$ cat src/rtl/gcd_core_if.sv
// Handshake bundle between the GPIO register block (master) and gcd_core (slave).
// last_cycles exists only when GCD_CYCLES_EN is defined.
`default_nettype none

interface gcd_core_if #(
  parameter int WIDTH     = 32,
  parameter int CNT_WIDTH = 32
);
  logic                 start;
  logic [WIDTH-1:0]     a_in;
  logic [WIDTH-1:0]     b_in;
  logic                 busy;
  logic                 done;
  logic [WIDTH-1:0]     result;
  logic [CNT_WIDTH-1:0] op_count;
`ifdef GCD_CYCLES_EN
  logic [CNT_WIDTH-1:0] last_cycles;

  modport master (output start, a_in, b_in,
                  input  busy, done, result, op_count, last_cycles);
  modport slave  (input  start, a_in, b_in,
                  output busy, done, result, op_count, last_cycles);
`else
  modport master (output start, a_in, b_in,
                  input  busy, done, result, op_count);
  modport slave  (input  start, a_in, b_in,
                  output busy, done, result, op_count);
`endif
endinterface

`default_nettype wire

$ cat src/rtl/gcd_core.sv
// gcd_core: iterative subtractive GCD engine with completed-operation counter.
// Optional GCD_CYCLES_EN adds last_cycles (CALC edges of the last op, saturating).
`default_nettype none

module gcd_core #(
  parameter int WIDTH     = 32,
  parameter int CNT_WIDTH = 32
) (
  input  wire logic   clk,
  input  wire logic   reset,
  gcd_core_if.slave   bus
);

  typedef enum logic [0:0] {
    S_IDLE = 1'b0,
    S_CALC = 1'b1
  } state_t;

  localparam logic [CNT_WIDTH-1:0] C_CNT_ONE = CNT_WIDTH'(1);

  state_t               state_q, state_d;
  logic [WIDTH-1:0]     a_q, a_d;
  logic [WIDTH-1:0]     b_q, b_d;
  logic                 busy_q, busy_d;
  logic                 done_q, done_d;
  logic [WIDTH-1:0]     result_q, result_d;
  logic [CNT_WIDTH-1:0] cnt_q, cnt_d;
`ifdef GCD_CYCLES_EN
  logic [CNT_WIDTH-1:0] cyc_q, cyc_d;
  logic [CNT_WIDTH-1:0] last_q, last_d;
  logic [CNT_WIDTH-1:0] w_cyc_inc;

  assign w_cyc_inc = (cyc_q == {CNT_WIDTH{1'b1}}) ? cyc_q : cyc_q + C_CNT_ONE;
`endif

  always_ff @(posedge clk or posedge reset) begin
    if (reset) begin
      state_q  <= S_IDLE;
      a_q      <= '0;
      b_q      <= '0;
      busy_q   <= 1'b0;
      done_q   <= 1'b0;
      result_q <= '0;
      cnt_q    <= '0;
`ifdef GCD_CYCLES_EN
      cyc_q    <= '0;
      last_q   <= '0;
`endif
    end else begin
      state_q  <= state_d;
      a_q      <= a_d;
      b_q      <= b_d;
      busy_q   <= busy_d;
      done_q   <= done_d;
      result_q <= result_d;
      cnt_q    <= cnt_d;
`ifdef GCD_CYCLES_EN
      cyc_q    <= cyc_d;
      last_q   <= last_d;
`endif
    end
  end

  always_comb begin
    state_d  = state_q;
    a_d      = a_q;
    b_d      = b_q;
    busy_d   = busy_q;
    done_d   = 1'b0;
    result_d = result_q;
    cnt_d    = cnt_q;
`ifdef GCD_CYCLES_EN
    cyc_d    = cyc_q;
    last_d   = last_q;
`endif
    case (state_q)
      S_IDLE: begin
        if (bus.start) begin
          if (bus.a_in == '0 || bus.b_in == '0) begin
            // gcd(x,0) = x and gcd(0,0) = 0, so OR yields the answer directly
            result_d = bus.a_in | bus.b_in;
            done_d   = 1'b1;
            cnt_d    = cnt_q + C_CNT_ONE;
`ifdef GCD_CYCLES_EN
            last_d   = '0;
`endif
          end else begin
            a_d     = bus.a_in;
            b_d     = bus.b_in;
            busy_d  = 1'b1;
            state_d = S_CALC;
`ifdef GCD_CYCLES_EN
            cyc_d   = '0;
`endif
          end
        end
      end
      S_CALC: begin
        if (a_q > b_q) begin
          a_d = a_q - b_q;
`ifdef GCD_CYCLES_EN
          cyc_d = w_cyc_inc;
`endif
        end else if (b_q > a_q) begin
          b_d = b_q - a_q;
`ifdef GCD_CYCLES_EN
          cyc_d = w_cyc_inc;
`endif
        end else begin
          result_d = a_q;
          done_d   = 1'b1;
          busy_d   = 1'b0;
          cnt_d    = cnt_q + C_CNT_ONE;
          state_d  = S_IDLE;
`ifdef GCD_CYCLES_EN
          // the compare edge itself counts as a CALC edge
          last_d   = w_cyc_inc;
`endif
        end
      end
      default: state_d = S_IDLE;
    endcase
  end

  assign bus.busy     = busy_q;
  assign bus.done     = done_q;
  assign bus.result   = result_q;
  assign bus.op_count = cnt_q;
`ifdef GCD_CYCLES_EN
  assign bus.last_cycles = last_q;
`endif

endmodule

`default_nettype wire

$ cat src/flat_wrapper.sv
// flat-port wrapper written by rule: the top's interface ports become plain ports
module gcd_core_flat 
#(
  parameter int WIDTH     = 32,
  parameter int CNT_WIDTH = 32
)
  (clk, reset, bus_start, bus_a_in, bus_b_in, bus_busy, bus_done, bus_result, bus_op_count);
  gcd_core_if #(.WIDTH(WIDTH), .CNT_WIDTH(CNT_WIDTH)) bus_i ();
  input  wire logic clk;
  input  wire logic reset;
  input wire logic [$bits(bus_i.start)-1:0] bus_start;
  input wire logic [$bits(bus_i.a_in)-1:0] bus_a_in;
  input wire logic [$bits(bus_i.b_in)-1:0] bus_b_in;
  output wire logic [$bits(bus_i.busy)-1:0] bus_busy;
  output wire logic [$bits(bus_i.done)-1:0] bus_done;
  output wire logic [$bits(bus_i.result)-1:0] bus_result;
  output wire logic [$bits(bus_i.op_count)-1:0] bus_op_count;
  assign bus_i.start = bus_start;
  assign bus_i.a_in = bus_a_in;
  assign bus_i.b_in = bus_b_in;
  assign bus_busy = bus_i.busy;
  assign bus_done = bus_i.done;
  assign bus_result = bus_i.result;
  assign bus_op_count = bus_i.op_count;
  gcd_core #(.WIDTH(WIDTH), .CNT_WIDTH(CNT_WIDTH)) u_core (.clk(clk), .reset(reset), .bus(bus_i));
endmodule
$ cat config.mk
export PLATFORM = sky130hd
export DESIGN_NAME = gcd_core_flat
export DESIGN_NICKNAME = d
export VERILOG_FILES = /design/src/rtl/gcd_core_if.sv /design/src/rtl/gcd_core.sv /design/src/flat_wrapper.sv
export SDC_FILE = /design/constraint.sdc
export NUM_CORES = 1
export LEC_CHECK = 0
export BUFFER_PORTS_ARGS = -buffer_cell sky130_fd_sc_hd__buf_2
export CORE_MARGIN = 2
export CORE_UTILIZATION = 59
export CTS_CLUSTER_DIAMETER = 50
export DETAILED_ROUTE_END_ITERATION = 8
export PLACE_DENSITY = 0.88
export REMOVE_ABC_BUFFERS = 1
export SYNTH_ARGS = -nofsm -noshare
export SYNTH_HDL_FRONTEND = slang
export SYNTH_SLANG_ARGS = --single-unit
$ cat constraint.sdc
create_clock -name clk -period 6.1 [get_ports clk]
set_clock_uncertainty 0.15 [all_clocks]
set_input_delay 0.915 -clock clk [delete_from_list [all_inputs] [get_ports clk]]
set_output_delay 0.915 -clock clk [all_outputs]
set_load 0.01 [all_outputs]
# ---- Word level (Yosys, flattened, before mapping)
# Cells that the tools add are included.
dict set report op_classes {
  addsub 3
  order_cmp 2
  eq_ne 7
  n_mux 34
  n_bitwise 2
  reduce_logical 7
}
# op count
set op_table {}
lappend op_table {{32-bit two-way mux} 15}
lappend op_table {{32-bit one-hot mux with 2 select lines} 4}
lappend op_table {{32-bit > comparator} 2}
lappend op_table {{32-bit logical NOT} 2}
lappend op_table {{32-bit subtractor} 2}
lappend op_table {{32-bit by 1-bit adder with 32-bit output (second input constant)} 1}
lappend op_table {{32-bit bitwise OR} 1}
lappend op_table {{1-bit two-way mux} 12}
lappend op_table {{2-bit != test (second input constant)} 6}
lappend op_table {{4-bit AND reduction} 3}
lappend op_table {{1-bit one-hot mux with 2 select lines} 3}
lappend op_table {{3-bit AND reduction} 1}
lappend op_table {{2-bit by 1-bit != test with 1-bit output (second input constant)} 1}
lappend op_table {{1-bit logical OR} 1}
lappend op_table {{1-bit inverter} 1}
dict set report totals {
  ff_bits 131
  in_bits 67
  out_inout_bits 66
  word_cells 62
}

# ---- Longest topological paths before layout
# Gate-level depths: netlist (run 1).
dict set report logic_depth {
  depth_word 5
  ltp_mapped 13
  ltp_nobuf 11
}

# ---- Least setup slack after synthesis (run 1)
# Ideal clock, no wire load.
dict set report synth_timing {
  kind {register -> register}
  start {register u_core.a_q[10]}
  end {register u_core.a_q[29]}
  setup_ps 126
  arrival_ps 2630
  path_slack_ps 3193
  stages_incl_launch_ff 10
  path_buffers 2
  synth_period_minus_slack_ps 2907
  cell_sequence {dfrtp_1 ha_1 buf_2 nand4_1 or4_1 or2_4 and2_4 a211o_1 buf_6 a311o_1}
}
dict set report synth_between {
  elab_chain_len 3
}
# element line_no
set synth_rtl {}
lappend synth_rtl {{from (decl)} gcd_core.sv:22} ;# logic [WIDTH-1:0] a_q, a_d;
lappend synth_rtl {{from (signal assigned)} gcd_core.sv:39} ;# a_q <= '0;
lappend synth_rtl {{from (signal assigned)} gcd_core.sv:51} ;# a_q <= a_d;
lappend synth_rtl {{32-bit subtractor or 32-bit > comparator (tied branches)} {gcd_core.sv:100, gcd_core.sv:99}}
lappend synth_rtl {{32-bit two-way mux or 2-bit != test (tied branches)} n/a}
lappend synth_rtl {{32-bit one-hot mux with 2 select lines or 3-bit AND reduction (tied branches)} n/a}
# Parallel ways exist; a longest one is shown, timed or not. The select of a mux whose other input is x is not followed.
# A chain may end at the register's enable or synchronous reset.

# ---- Final worst setup path (run 1)
dict set report layout_timing {
  start {register u_core.b_q[21]}
  end {register u_core.cnt_q[25] (netlist: u_core.bus.op_count[25])}
}
dict set report layout_between {
  elab_chain_len 3
}
# element line_no
set layout_rtl {}
lappend layout_rtl {{from (decl)} gcd_core.sv:23} ;# logic [WIDTH-1:0] b_q, b_d;
lappend layout_rtl {{from (signal assigned)} gcd_core.sv:40} ;# b_q <= '0;
lappend layout_rtl {{from (signal assigned)} gcd_core.sv:52} ;# b_q <= b_d;
lappend layout_rtl {{32-bit > comparator, on equally long branches} {gcd_core.sv:99, gcd_core.sv:104}}
lappend layout_rtl {{2-bit != test (no line)} n/a}
lappend layout_rtl {{4-bit AND reduction (no line) (*)} n/a}
lappend layout_rtl {{to (signal assigned)} gcd_core.sv:56} ;# cnt_q <= cnt_d;
lappend layout_rtl {{to (decl)} gcd_core.sv:27} ;# logic [CNT_WIDTH-1:0] cnt_q, cnt_d;
# Mark *: on every way between the ends. The rest lies on a longest branch, timed or not.

==> flow_summary.toml, run 1 <==
[synth]
synth_ff_type = "dfrtp_1"
synth-seq-area-share_pct = 32.3
yosysWarnings = 0
synth_cells = 1238
synth_cell_types = 71
syn_area_per_cell_um2 = 8.20
synth-edff-count = 0
ys_ff_latch = 131
synthArstFlopShare_pct = 100
synth_area_um2 = 10200

[drt]
drtIter0Drc = 1062
wl_per_cell_um = 18.7
drcViolationCount = 0
firstDrtPassIters = 6
num_vias = 9739
drt_wl_total_um = 29000
antenna_left = 0
vias_per_cell = 6.26

[cells_and_area]
n_antenna_cell = 0
fin_util_pct = 68.2
fillers = 1387
final_cell_mix = "buf_2, dfrtp_1, o21ai_0"
final_common_cell = "buf_2"
syn_to_final_growth_pct = 12.2
finalNetCount = 1458
drive_gt1_share_pct = 15.9

[clock_tree]
tritoncts = "done"
clock_latency_ps = 430
clk_path_buf_depth = 2
hold_buffers = 0
numCtsBuffers = 17
cts_root_buf = "clkbuf_16"
cts_resized = 0
htree_levels = 4
post-cts-setup-buffers = 0
clkTransAtPathRegs_ps = 60
cts_sinks = 131

[sta]
max_freq_ghz = 0.249
finalMaxSlewViolations = 0
rsz0062_at_grt = "no"
worst_pin_slew_ps = 794
whs_ps = 321
maxSlewHeadroom_pct = 46.5
finalCritPeriodShare_pct = 65.9
fin_ws_ps = 2080
setup_viol = 0
finalHoldViolCount = 0
tns_ps = 0
period_needed_ps = 4020

[critical_path]
path_buf_inv = 2
path_cells = "inv_1 > ha_1 > a21oi_1 > nor2_1 > a211oi_1 > o21ai_0 > o211ai_2 > nand3_4 > buf_4 > nor4b_2 > xor2_1"
critPathSlowestCell = "ha_1"
crit_type = "flip-flop to flip-flop"
cpPeakStageDelay_ps = 490
crit_fanout = 44
cpLargestDelayFamily = "compound AO/OA/AOI/OAI gates"
cp.arrival_ps = 4220
start_kind = "flip-flop"
endpoint_kind = "flip-flop"
required_ps = 6300

[placement]
dp_slack_ps = 1910
port_buffers = 132
place_hpwl_um = 20600
finalWeightedCongestion = 0.962

[floorplanning]
ios = 133
fp.dieArea_um2 = 18300
coreArea_um2 = 16700
start_util_pct = 60.8
die-width_um = 135
die_y_um = 135
fp-row-count = 47

[global_route]
grt_pass1_wl_um = 47100
grt_pass1_vias = 9584
grt_max_degree = 82
gr-usage-all-layers_pct = 32.5
antenna_found_initial = 0
globalRouteOverflowTotal = 0

[worst_hold_path]
min_path_type = "flip-flop to flip-flop"

[run]
cap_violations = 0

[outcome]
outcome = "finished clean"
## metrics by stage
step | cell area [um^2] | std cells
3_3_place_gp | 10800 | 1525
2_1_floorplan | 9800 | 1164
6_report | 11400 | 1556
5_1_grt | 11400 | 1556
3_5_place_dp | 10800 | 1525
4_1_cts | 11400 | 1556
## layer usage
layer | part of all wire, % | global-route usage [%] | vias up
li1 | - | - | 4573
met1 | 42 | 43.2 | 4542
met2 | 45 | 51.4 | 518
met3 | 8.3 | 5.99 | 106
met4 | 4.0 | 15.7 | 0
met5 | 0 | 0 | -
## cells in the mapped netlist (all sizes together) (38+ instances only)
cell type | count | share of area [%]
ha | 65 | 8.0
inv | 82 | 3.0
a21oi | 126 | 6.8
nor2 | 104 | 3.8
nand2 | 101 | 3.7
buf | 42 | 2.3
dfrtp | 131 | 32
or3 | 38 | 2.3
xor2 | 46 | 4.0
mux2i | 39 | 3.8
o21ai | 130 | 6.4
## state kept, by name, summed over array words and instances (netlist names)
name,count
u_core.bus.done,1
u_core.b_q,32
u_core.a_q,32
u_core.bus.busy,1
u_core.state_q,1
u_core.bus.result,32
u_core.bus.op_count,32
## logic make-up after synthesis
group,count (synthesis),synth area share [%]
fa+ha+maj,67,8.41
buf+inv,156,6.54
compound gates,363,21.6
flops,131,32.3
mux,44,4.40
xor+xnor,78,6.73
simple gates,399,20.0
## area by class of cell
class / count / area, um^2 / share of cell area [%]
Clock buffer: 18 / 439 / 3.86
Clock inverter: 13 / 126 / 1.11
Inverter: 82 / 313 / 2.75
Multi-Input combinational cell: 951 / 6230 / 54.7
Sequential cell: 131 / 3280 / 28.8
Tap cell: 220 / 275 / 2.42
Timing Repair Buffer: 141 / 728 / 6.39
## path summary, 6_finish.rpt
check	from	endpoint	slack (ps)	cells past startpoint
setup / recovery	u_core.b_q[21]	u_core.bus.op_count[25]	2080	11
hold / removal	u_core.bus.op_count[31]	u_core.bus.op_count[31]	320	1
setup reg to reg	u_core.b_q[21]	u_core.bus.op_count[25]	2080	11
hold reg to reg	u_core.bus.op_count[31]	u_core.bus.op_count[31]	320	1
max in group asynchronous	reset	u_core.b_q[3]	4200	3
min in group asynchronous	reset	u_core.bus.op_count[20]	460	2
Power of run 1 is not shown: default switching activity piles up to over one toggle a cycle in this logic, so the estimate is an artifact.
==> inputs of run 2 (changes only) <==
--- a/config.mk
+++ b/config.mk
@@ -5,12 +5,13 @@
 export SDC_FILE = /design/constraint.sdc
 export NUM_CORES = 1
 export LEC_CHECK = 0
+export ABC_AREA = 1
 export BUFFER_PORTS_ARGS = -buffer_cell sky130_fd_sc_hd__buf_2
 export CORE_MARGIN = 2
-export CORE_UTILIZATION = 59
+export CORE_UTILIZATION = 55
 export CTS_CLUSTER_DIAMETER = 50
 export DETAILED_ROUTE_END_ITERATION = 8
-export PLACE_DENSITY = 0.88
+export PLACE_DENSITY = 0.86
 export REMOVE_ABC_BUFFERS = 1
 export SYNTH_ARGS = -nofsm -noshare
 export SYNTH_HDL_FRONTEND = slang
==> constraint.sdc (replaced) <==
create_clock -name clk -period 3.3 [get_ports clk]
set_clock_uncertainty 0.15 [all_clocks]
set_input_delay 0.495 -clock clk [delete_from_list [all_inputs] [get_ports clk]]
set_output_delay 0.495 -clock clk [all_outputs]
set_load 0.01 [all_outputs]
==> run 2 against run 1 <==
Critical path depth rose by 6. Die area rose by 27%. Global-route usage rose by 0.39 points. Register-to-register slack got worse by 1900 ps. Via count rose by 33%. Sequential share of layout area fell by 4.8 points. Synthesized cell count rose by 63%.
==> flow_summary.toml, run 2 <==
[outcome]
outcome = "finished clean"

[synth]
synth_ff_type = "dfrtp_1"
synth_cells = 2014
synth_cell_types = 35
yosysWarnings = 0
synthAdderAreaFrac_pct = 7.07
synth_top_cells_by_count = "nand2_1, inv_1, nand3_1, dfrtp_1, nor2_1"
synthXorXnorAreaFrac_pct = 2.39
synth_top_family_by_area = "simple AND/OR/NAND/NOR gates"
synth_top_area_share_pct = 27.1
synth-seq-area-share_pct = 27.1
synth_compound_area_share_pct = 9.55
synth_top_cell_by_area = "dfrtp_1"
synthMuxAreaShare_pct = 0
ys_ff_latch = 131
yosys.area_share.simple_pct = 39.0
synthArstFlopShare_pct = 100
synth-edff-count = 0
synth_area_um2 = 12100
syn_area_per_cell_um2 = 6.00
yosysMostFrequentCell = "nand2_1"
synth_area_leaders = "dfrtp_1, nand2_1, inv_1"

[placement]
place_hpwl_um = 29300
finalWeightedCongestion = 1.01
port_buffers = 132
dp_cells = 2393
place_area_um2 = 13000
dp_slack_ps = 289

[global_route]
globalRouteOverflowTotal = 0
grt_pass1_vias = 12000
antenna_found_initial = 0
gr-usage-all-layers_pct = 32.9
grt_max_degree = 88
grt_pass1_wl_um = 61500

[critical_path]
worstRegToRegCells = 17
crit_type = "flip-flop to flip-flop"
cpLargestDelayFamily = "simple AND/OR/NAND/NOR gates"
cpPeakStageDelay_ps = 380
path_buf_inv = 3
critPathSlowestCell = "dfrtp_1"
r2r_start = "u_core.a_q[0]"
path_cells = "inv_1 > ha_1 > fa_1 > inv_1 > nand2_1 > nand2_1 > nand2_1 > nand2_1 > nand2_1 > nand2_2 > nand2_2 > nand2_2 > nand2_4 > nand3_4 > buf_12 > nand2_1 > o21ai_2"
start_kind = "flip-flop"
r2r_end = "u_core.bus.op_count[6]"
crit_fanout = 50
rrSetupSlack_ps = 160
required_ps = 3500
cpMostUsedCell = "nand2_1"
cp.arrival_ps = 3350
crit_start = "u_core.a_q[0]"
endpoint_kind = "flip-flop"

[sta]
finalHoldViolCount = 0
finalCritPeriodShare_pct = 95.3
finalMaxSlewViolations = 0
setup_viol = 0
period_needed_ps = 3140
max_freq_ghz = 0.318
maxSlewHeadroom_pct = 42.0
fin_ws_ps = 155
worst_pin_slew_ps = 870
whs_ps = 243
rsz0062_at_grt = "no"

[drt]
drcViolationCount = 0
wl_per_cell_um = 15.7
drtIter0Drc = 1277
num_vias = 12900
drt_wl_total_um = 38200
vias_per_cell = 5.32
firstDrtPassIters = 5
antenna_left = 0

[cells_and_area]
syn_to_final_growth_pct = 13.0
final_area_um2 = 13600
fillers = 2053
n_antenna_cell = 0
drive_gt1_share_pct = 11.1
final_cell_mix = "nand2_1, inv_1, nand3_1"
finalNetCount = 2269
final_common_cell = "nand2_1"
fin_cells = 2428

[floorplanning]
coreArea_um2 = 21700
ios = 133
die_y_um = 152
start_util_pct = 55.7
die-width_um = 152
fp.dieArea_um2 = 23200
fp-row-count = 54

[worst_hold_path]
hp-start = "bus_a_in[11]"
min_path_cells = 5
worst_hold_path.endpoint = "u_core.a_q[11]"
min_path_type = "primary input to flip-flop"

[clock_tree]
tritoncts = "done"
numCtsBuffers = 17
clock_latency_ps = 440
clk_path_buf_depth = 2
clkTransAtPathRegs_ps = 70
cts_sinks = 131
cts_root_buf = "clkbuf_16"
htree_levels = 4

[run]
cap_violations = 0
[run 2: cell types whose count changed after synthesis, sizes merged, moves of 38 or more]
cell | before | now
a21oi | 126 | 82
inv | 82 | 392
mux2i | 39 | 0
nand2 | 101 | 806
nand3 | 27 | 156
or3 | 38 | 0
[run 2: what timing repair did]
action,in CTS,in global routing
hold buffers,1,0
resized for setup,0,1
endpoints found under the hold margin,48,0
endpoints found under the setup margin,0,12
setup buffers,0,1
[run 2: kinds of logic (layout without fill, tap and decap cells)]
logic type	count (synthesis)	after routing
buffers and inverters	443	576
adder cells (fa/ha/maj)	67	67
XOR/XNOR	33	33
AO/OA/AOI/OAI	200	200
flip-flops	131	131
AND/OR/NAND/NOR	1140	1141
[run 2: cell type report]
class | count | area, um^2 | share of cell area (%)
clock inverters | 14 | 201 | 1.48
well taps | 280 | 350 | 2.57
clock buffers | 18 | 429 | 3.14
repair buffers | 152 | 888 | 6.51
flip-flops and latches | 131 | 3280 | 24.0
multi-input cells | 1441 | 7020 | 51.4
inverters | 392 | 1480 | 10.8
[run 2: tightest hold or removal path: cells and delay by family]
kind | cells | cell delay [ps]
buf+inv | 1 | 90
compound gates | 2 | 120
simple gates | 2 | 80
[run 2: per-stage QoR]
step | setup TNS (ps) | util, %
2_1_floorplan | -393080 | -
3_3_place_gp | 0 | 59.8
3_5_place_dp | 0 | 59.8
4_1_cts | 0 | 62.8
5_1_grt | 0 | 62.9
6_report | 0 | 62.9
[run 2: how the worst max path moves through the flow]
stage | cells past startpoint | slack (ps) | end
final | 17 | 160 | u_core.bus.op_count[6]
after global routing | 17 | 3 | u_core.bus.result[23]
after CTS | 17 | 230 | u_core.bus.op_count[6]
after detailed placement | 17 | 290 | u_core.bus.op_count[6]
after global placement | 17 | 430 | u_core.bus.op_count[6]
after floorplan | 6 | -2560 | u_core.bus.op_count[15]
[run 2: per-layer routing]
metal  up-vias  wire length [um]  GRT usage [%]  part of all wire, %
met3        74              3460           3.81                  9.0
li1       6404                 -              -                    -
met1      5837             16800           46.8                   44
met4         0              1110           11.0                  2.9
met2       611             16800           52.4                   44
met5         -                 0              0                    0
Power of run 2 is left out for the same reason.
